`config.mk`:
```
export PLATFORM = sky130hd
export DESIGN_NAME = pc_ctrl_flat
export DESIGN_NICKNAME = d
export VERILOG_FILES = /design/src/rtl/pc_pkg.sv /design/src/rtl/pc_ctrl_if.sv /design/src/rtl/pc_ctrl.sv /design/src/flat_wrapper.sv
export SDC_FILE = /design/constraint.sdc
export NUM_CORES = 1
export LEC_CHECK = 0
export CAP_MARGIN = 20
export CELL_PAD_IN_SITES_DETAIL_PLACEMENT = 0
export CELL_PAD_IN_SITES_GLOBAL_PLACEMENT = 2
export CORE_MARGIN = 2
export CORE_UTILIZATION = 19
export CTS_BUF_LIST = sky130_fd_sc_hd__clkbuf_8 sky130_fd_sc_hd__clkbuf_16
export DETAILED_ROUTE_END_ITERATION = 16
export GPL_TIMING_DRIVEN = 0
export PLACE_DENSITY_LB_ADDON = 0.1
export SKIP_LAST_GASP = 1
export SYNTH_ARGS = -nofsm -noshare
export SYNTH_HDL_FRONTEND = slang
export SYNTH_SLANG_ARGS = --single-unit
export TNS_END_PERCENT = 1
```
`constraint.sdc`:
```
create_clock -name clk -period 2.35 [get_ports clk]
set_input_delay 0.47 -clock clk [delete_from_list [all_inputs] [get_ports clk]]
set_output_delay 0.47 -clock clk [all_outputs]
set_load 0.02 [all_outputs]
```
`src/rtl/pc_pkg.sv`:
```
// Shared definitions for the fetch/PC sequencer and the PC register it controls.
//   pc_op_e : operation encoding on nextPCop, shared with the PC register
//   state_e : sequencer states
package pc_pkg;

  typedef enum logic [1:0] {
    PC_OP_NOP    = 2'b00,
    PC_OP_INC    = 2'b01,
    PC_OP_ASSIGN = 2'b10,
    PC_OP_RESET  = 2'b11
  } pc_op_e;

  typedef enum logic [1:0] {
    S_BOOT  = 2'b00,
    S_FETCH = 2'b01,
    S_EXEC  = 2'b10
  } state_e;

endpackage

```
`src/rtl/pc_ctrl_if.sv`:
```
// Instruction-memory fetch handshake between the PC sequencer and instruction memory.
//   imem_req    : fetch request (sequencer -> memory)
//   imem_addr   : fetch address (sequencer -> memory)
//   imem_ready  : instruction returned this cycle (memory -> sequencer)
//   instr_valid : fetched instruction valid for decode (sequencer -> decode)
interface pc_ctrl_if;
  logic        imem_req;
  logic [31:0] imem_addr;
  logic        imem_ready;
  logic        instr_valid;

  modport master (
    output imem_req,
    output imem_addr,
    output instr_valid,
    input  imem_ready
  );

  modport slave (
    input  imem_req,
    input  imem_addr,
    input  instr_valid,
    output imem_ready
  );
endinterface

```
`src/rtl/pc_ctrl.sv`:
```
// Fetch/PC sequencer: runs boot -> fetch -> execute, handshakes with instruction memory,
// and chooses the next PC (sequential, branch, interrupt vector, trap vector, trap return).
// Ports:
//   clk, rst          : clock and synchronous active-high reset
//   pc                : current PC from the PC register
//   nextPC, nextPCop  : control of the PC register
//   intVec            : high in the cycle an interrupt redirect is issued
//   imem              : fetch handshake (master side)
//   exec_done         : core finished the current instruction
//   branch_taken/branch_target, mret : redirect qualifiers, valid with exec_done
//   irq, irq_en       : level interrupt request and global enable
//   epc               : saved return PC
//   misaligned        : one-cycle pulse on a misaligned-branch trap
module pc_ctrl
  import pc_pkg::*;
#(
  parameter logic [31:0] RESET_VEC = 32'h0000_0000,
  parameter logic [31:0] IRQ_VEC   = 32'h0000_0010,
  parameter logic [31:0] TRAP_VEC  = 32'h0000_0020
) (
  input  logic              clk,
  input  logic              rst,
  input  logic [31:0]       pc,
  output logic [31:0]       nextPC,
  output pc_op_e            nextPCop,
  output logic              intVec,
  pc_ctrl_if.master         imem,
  input  logic              exec_done,
  input  logic              branch_taken,
  input  logic [31:0]       branch_target,
  input  logic              mret,
  input  logic              irq,
  input  logic              irq_en,
  output logic [31:0]       epc,
  output logic              misaligned
);

  state_e      state_q, state_d;
  logic        in_trap_q, in_trap_d;
  logic [31:0] epc_q, epc_d;
  logic [31:0] pc_plus4;
  logic        take_irq;
  logic        bad_branch;

  assign pc_plus4   = pc + 32'd4;
  assign take_irq   = irq & irq_en & ~in_trap_q;
  assign bad_branch = branch_taken & (branch_target[1:0] != 2'b00);

  assign imem.imem_addr   = pc;
  assign imem.instr_valid = (state_q == S_FETCH) & imem.imem_ready;
  assign epc              = epc_q;

  always_comb begin
    state_d       = state_q;
    in_trap_d     = in_trap_q;
    epc_d         = epc_q;
    nextPC        = RESET_VEC;
    nextPCop      = PC_OP_NOP;
    intVec        = 1'b0;
    misaligned    = 1'b0;
    imem.imem_req = 1'b0;

    case (state_q)
      S_BOOT: begin
        nextPCop = PC_OP_ASSIGN;
        nextPC   = RESET_VEC;
        state_d  = S_FETCH;
      end
      S_FETCH: begin
        imem.imem_req = 1'b1;
        if (imem.imem_ready) begin
          state_d = S_EXEC;
        end
      end
      S_EXEC: begin
        if (exec_done) begin
          state_d = S_FETCH;
          if (take_irq) begin
            // The branch target is saved as the return point even if misaligned.
            nextPCop  = PC_OP_ASSIGN;
            nextPC    = IRQ_VEC;
            intVec    = 1'b1;
            in_trap_d = 1'b1;
            epc_d     = branch_taken ? branch_target : pc_plus4;
          end else if (bad_branch) begin
            // Nested traps are allowed; the earlier epc is lost.
            nextPCop   = PC_OP_ASSIGN;
            nextPC     = TRAP_VEC;
            misaligned = 1'b1;
            in_trap_d  = 1'b1;
            epc_d      = pc;
          end else if (mret) begin
            nextPCop  = PC_OP_ASSIGN;
            nextPC    = epc_q;
            in_trap_d = 1'b0;
          end else if (branch_taken) begin
            nextPCop = PC_OP_ASSIGN;
            nextPC   = branch_target;
          end else begin
            nextPCop = PC_OP_INC;
          end
        end
      end
      default: begin
        state_d = S_BOOT;
      end
    endcase
  end

  always_ff @(posedge clk) begin
    if (rst) begin
      state_q   <= S_BOOT;
      in_trap_q <= 1'b0;
      epc_q     <= 32'h0;
    end else begin
      state_q   <= state_d;
      in_trap_q <= in_trap_d;
      epc_q     <= epc_d;
    end
  end

endmodule
```
`src/flat_wrapper.sv`:
```
// flat-port wrapper written by rule: the top's interface ports become plain ports
module pc_ctrl_flat import pc_pkg::*;
#(
  parameter logic [31:0] RESET_VEC = 32'h0000_0000,
  parameter logic [31:0] IRQ_VEC   = 32'h0000_0010,
  parameter logic [31:0] TRAP_VEC  = 32'h0000_0020
)
  (clk, rst, pc, nextPC, nextPCop, intVec, exec_done, branch_taken, branch_target, mret, irq, irq_en, epc, misaligned, imem_imem_req, imem_imem_addr, imem_instr_valid, imem_imem_ready);
  pc_ctrl_if imem_i ();
  input  logic clk;
  input  logic rst;
  input  logic [31:0] pc;
  output logic [31:0] nextPC;
  output pc_op_e nextPCop;
  output logic intVec;
  input  logic exec_done;
  input  logic branch_taken;
  input  logic [31:0] branch_target;
  input  logic mret;
  input  logic irq;
  input  logic irq_en;
  output logic [31:0] epc;
  output logic misaligned;
  output wire logic [$bits(imem_i.imem_req)-1:0] imem_imem_req;
  output wire logic [$bits(imem_i.imem_addr)-1:0] imem_imem_addr;
  output wire logic [$bits(imem_i.instr_valid)-1:0] imem_instr_valid;
  input wire logic [$bits(imem_i.imem_ready)-1:0] imem_imem_ready;
  assign imem_imem_req = imem_i.imem_req;
  assign imem_imem_addr = imem_i.imem_addr;
  assign imem_instr_valid = imem_i.instr_valid;
  assign imem_i.imem_ready = imem_imem_ready;
  pc_ctrl #(.RESET_VEC(RESET_VEC), .IRQ_VEC(IRQ_VEC), .TRAP_VEC(TRAP_VEC)) u_core (.clk(clk), .rst(rst), .pc(pc), .nextPC(nextPC), .nextPCop(nextPCop), .intVec(intVec), .imem(imem_i), .exec_done(exec_done), .branch_taken(branch_taken), .branch_target(branch_target), .mret(mret), .irq(irq), .irq_en(irq_en), .epc(epc), .misaligned(misaligned));
endmodule
```
[Word-level counts from Yosys, hierarchy flattened]
Index checks and enable logic that the tools add are counted.
Cells by class
  bitwise operators: 5
  muxes and demuxes: 29
  reduce and logical (&&, ||, !) cells: 7
  equal/unequal tests: 4
  $add $sub $neg: 1
Operator list (number)
  2-to-1 mux 32 bit: 9
  adder 32 x 3 -> 32 bit (second input constant): 1
  2-to-1 mux 2 bit: 7
  2-to-1 mux 1 bit: 11
  one-hot mux 2 bit (3 select lines): 1
  AND reduction 3 bit: 2
  AND 1 bit: 4
  inequality test 2 bit (second input constant): 2
  one-hot mux 2 bit (2 select lines): 1
  nonzero test 2 bit: 2
  nonzero test 3 bit: 1
  equality test 2 x 1 -> 1 bit (second input constant): 1
  equality test 2 bit (second input constant): 1
  logical NOT 2 bit: 1
  AND reduction 2 bit: 1
  NOT 1 bit: 1
Storage, ports and cells
  output and inout bits: 102
  input bits: 72
  logic and storage cells: 49
  flip-flop bits (word level): 35

[Logic depth before layout (Yosys ltp)]
  word-level depth: 6
  depth in mapped cells: 7

[Worst setup path after synthesis]
OpenSTA, ideal clock, no wires.
  kind: in2out
  start point: in irq_en
  end point: out nextPC[11]
  path buffers: 2
  setup slack: 67 ps
  data required time: 1880 ps
  arrival: 1813 ps
  stages: 5
  cell sequence: nand3b_1 clkbuf_1 nand3_1 clkbuf_1 nor2_1
Between the ends
  word-level cells in the longest chain between the ends: 5
Ends and longest elaborated chain
  start, declared: line flat_wrapper.sv:21  | input logic irq_en;
  AND 1 bit (2 in series): line pc_ctrl.sv:46  | assign take_irq = irq & irq_en & ~in_trap_q;
  2-to-1 mux 32 bit: line pc_ctrl.sv:78  | if (take_irq) begin
  2-to-1 mux 32 bit: line pc_ctrl.sv:76  | if (exec_done) begin
  2-to-1 mux 32 bit: line pc_ctrl.sv:63  | case (state_q)
  end, declared: line flat_wrapper.sv:13  | output logic [31:0] nextPC;
No other way between the ends.

[Worst setup path in the final report]
  start point: in irq_en
  end point: out nextPCop[1]
Between the ends
  word-level cells in the longest chain between the ends: 5
Ends and longest elaborated chain
  AND 1 bit (2 in series): line pc_ctrl.sv:46
  2-to-1 mux 2 bit: line pc_ctrl.sv:78
  2-to-1 mux 2 bit: line pc_ctrl.sv:76
  one-hot mux 2 bit (2 select lines): line pc_ctrl.sv:63
  end, declared: line flat_wrapper.sv:14  | output pc_op_e nextPCop;
No other way between the ends.

==> flow_summary.ini <==
[worst_setup_path]
cp-end-kind = output pin
critical_path_class = in -> out
cp-start-kind = input pin
rr_worst_depth = 6
worst-path-max-fanout = 10
slowest_delay_ns = 0.47
crit_arrival_ns = 1.94
reg2reg_to = u_core.epc[7]
timing.rr.start = u_core.state_q[0]
crit_end = nextPCop[1]
rrSetupSlack_ns = 0.20
worstPathRequired_ns = 1.88
path_cells = clkdlybuf4s50_1, and3b_2, clkbuf_8, buf_6, o31ai_2, a21oi_1, buf_2
critPathSlowestCell = clkdlybuf4s50_1
worstSetupStartpoint = irq_en

[route]
drtIter0Drc = 229
ant_nets = 0
drt_wl_total_um = 18540
drc_errors = 0
routedWlPerCell_um = 20.19
vias_per_cell = 4.942
drt_pass1_iterations = 5
vias = 4537

[sta]
finClkSkew_ns = 0.006431
setup_violations = 18
slew_headroom_pct = 49.42
period_minus_slack_ns = 2.407
worst_pin_slew_ns = 0.7558
post-route-worst-setup-slack_ns = -0.05686
period_share_pct = 102.4
finalSetupTns_ns = -0.3321
hold_violations = 0
fmax_mhz = 415.5
slew_violations = 0
holdWs_ns = 0.4842
rsz0062_at_grt = true

[clock_network]
cts_buffers = 5
clk_pin_slew_worst_paths_ns = 0.06
cts_buffer_depth = 2
cts_htree_levels = 2
root_buffer = clkbuf_16
insertion_delay_ns = 0.28
cts_tree = built
clock_sinks = 35

[placed_design]
dp_hpwl_um = 13550
place.gp.congestion = 0.8839
place_worst_setup_slack_ns = -1.821
numPortBuffers = 169
dp.cells = 899

[die]
core-area_um2 = 16700
die_w_um = 135.1
die_h_um = 135.1
start_util_pct = 19.55
pin_count = 174
die_area_um2 = 18250
row_count = 47

[power_and_ir_drop]
p_leak_nw = 2.183
p_per_area_nw_per_um2 = 356.7
worst_ir_drop_vdd_mv = 0.3180
total_power_mw = 1.991

[logic_synthesis]
ys_ff_latch = 35
syn_inst = 510
syn_nets = 583
postSynthAreaPerCell_um2 = 6.401
synth_ff_type = dfxtp_1
synth_edf_count = 0
yosysWarnings = 0
seq_area_frac_synth_pct = 21.46
async_reset_ff_share_pct = 0
synth_cell_type_count = 64
synth_area_um2 = 3264

[cells_and_area]
fin_nets = 771
drive_above_1_share_pct = 18.62
stdcell_count = 918
area_growth_pct = 71.02
diodes = 0

[global_routing]
antenna_found_initial = 0
grt_pass1_wl_um = 27500
grt_overflow_total = 0
grt_usage_pct = 19.87
grt_max_degree = 12
grt_pass1_vias = 4563

[min_path]
hold_class = reg -> reg

[run_status]
status = complete, but fails checks
violations = setup timing

[flow_run]
drv_cap = 0
## final cells by class
| cell class | count | area [µm²] |
|---|---|---|
| inverters | 8 | 30.03 |
| plain buffers | 67 | 515.5 |
| clock inverters | 1 | 5.005 |
| clock buffers | 6 | 138.9 |
| repair buffers | 181 | 1653 |
| fillers | 1868 | 11120 |
| multi-input cells | 400 | 2265 |
| flip-flops and latches | 35 | 700.7 |
| well taps | 220 | 275.3 |
## worst max-delay path, delay by kind of cell
kind / cells / cell delay (ns)
and+or+nand+nor: 1 / 0.22
AOI/OAI and AO/OA: 2 / 0.22
buffers and inverters: 4 / 1.03
## logic make-up (layout without fill, tap and decap cells)
logic type	Yosys count	count (layout)	share of synthesized area, %
flip-flops	35	35	21.46
AND/OR/NAND/NOR	239	240	34.15
XOR/XNOR	7	7	1.878
adder cells (fa/ha/maj)	1	1	0.3832
multiplexers	4	4	1.265
buffers and inverters	76	263	12.88
AO/OA/AOI/OAI	148	148	27.98
## metrics by stage
step	area, µm²	utilization, %
after floorplan	3264	-
after global placement	5231	31.32
final	5583	33.43
after global routing	5583	33.43
after CTS	5543	33.19
after detailed placement	5231	31.32
## placed cells by master (no fill, tap or decap), drive strengths merged, types with 7 or more instances in the layout
cell	netlist	final
o21ai	31	31
dfxtp	35	35
nand4	14	14
nor2	95	95
dlygate4sd2	0	11
and3	7	7
inv	7	7
buf	46	83
clkbuf	22	32
o22ai	7	7
a31oi	7	7
clkdlybuf4s50	0	121
nand2	65	65
nor4	9	9
a21oi	61	61
nor3	9	9
nand3	14	15
## cells in the mapped netlist (2+ instances only)
master	n	area [µm²]
nor4_1	7	43.79
nand4_1	14	87.58
nor4_2	2	25.02
or4_1	3	22.52
or2_2	2	12.51
buf_2	5	25.02
nor3_1	9	45.04
or3_1	5	31.28
o221ai_1	3	26.28
nand3_1	13	65.06
o211ai_1	4	30.03
nor2_1	95	356.6
nand2_1	65	244.0
and2_1	2	12.51
o21a_1	2	15.01
o211a_1	2	20.02
dfxtp_1	35	700.7
o21ai_1	2	10.01
o31a_1	2	17.52
o221a_2	2	22.52
clkbuf_1	21	78.83
buf_1	7	26.28
buf_4	34	255.2
a211oi_1	3	22.52
a31oi_1	7	43.79
inv_1	7	26.28
and3_1	7	43.79
o21ai_0	28	140.1
o31ai_1	4	30.03
o22ai_1	7	43.79
a311oi_1	4	35.03
a2bb2oi_1	4	35.03
nand4b_1	2	17.52
xor2_1	6	52.55
mux2i_1	3	30.03
and3b_1	2	17.52
and4_1	4	35.03
a21oi_1	60	300.3
## routing by layer
layer | GRT usage, % | part of all wire, % | wire [µm]
met3 | 3.191 | 6.8 | 1255
met1 | 26.66 | 45 | 8295
met2 | 32.85 | 46 | 8539
met4 | 5.845 | 2.4 | 446
met5 | 0 | 0 | 0
## state kept, by name, indices dropped and copies added (netlist names)
name / count
u_core.in_trap_q: 1
u_core.state_q: 2
u_core.epc: 32
## how the worst min path moves through the flow
stage | endpoint | depth (start not counted) | start | slack [ns]
6_report | u_core.epc[5] | 2 | u_core.epc[5] | 0.48
5_1_grt | u_core.epc[3] | 2 | u_core.epc[3] | 0.50
4_1_cts | u_core.epc[5] | 2 | u_core.epc[5] | 0.48
3_5_place_dp | u_core.epc[5] | 2 | u_core.epc[5] | 0.47
3_3_place_gp | u_core.epc[3] | 2 | u_core.epc[3] | 0.46
2_1_floorplan | u_core.in_trap_q | 2 | u_core.in_trap_q | 0.46
## timing repair
action,4_1_cts,5_1_grt
gates resized for setup,179,31
gates cloned,3,0
setup endpoints to repair,70,68
pin swaps,6,2
hold buffers,0,0
setup buffers,10,0
## report_power, final
group / switching, mW / leakage [nW] / internal, mW
combinational: 0.363 / 1.83 / 0.305
sequential: 0.0115 / 0.283 / 0.605
clock: 0.291 / 0.0727 / 0.416
Note: power is estimated with default switching activity, not from simulation.
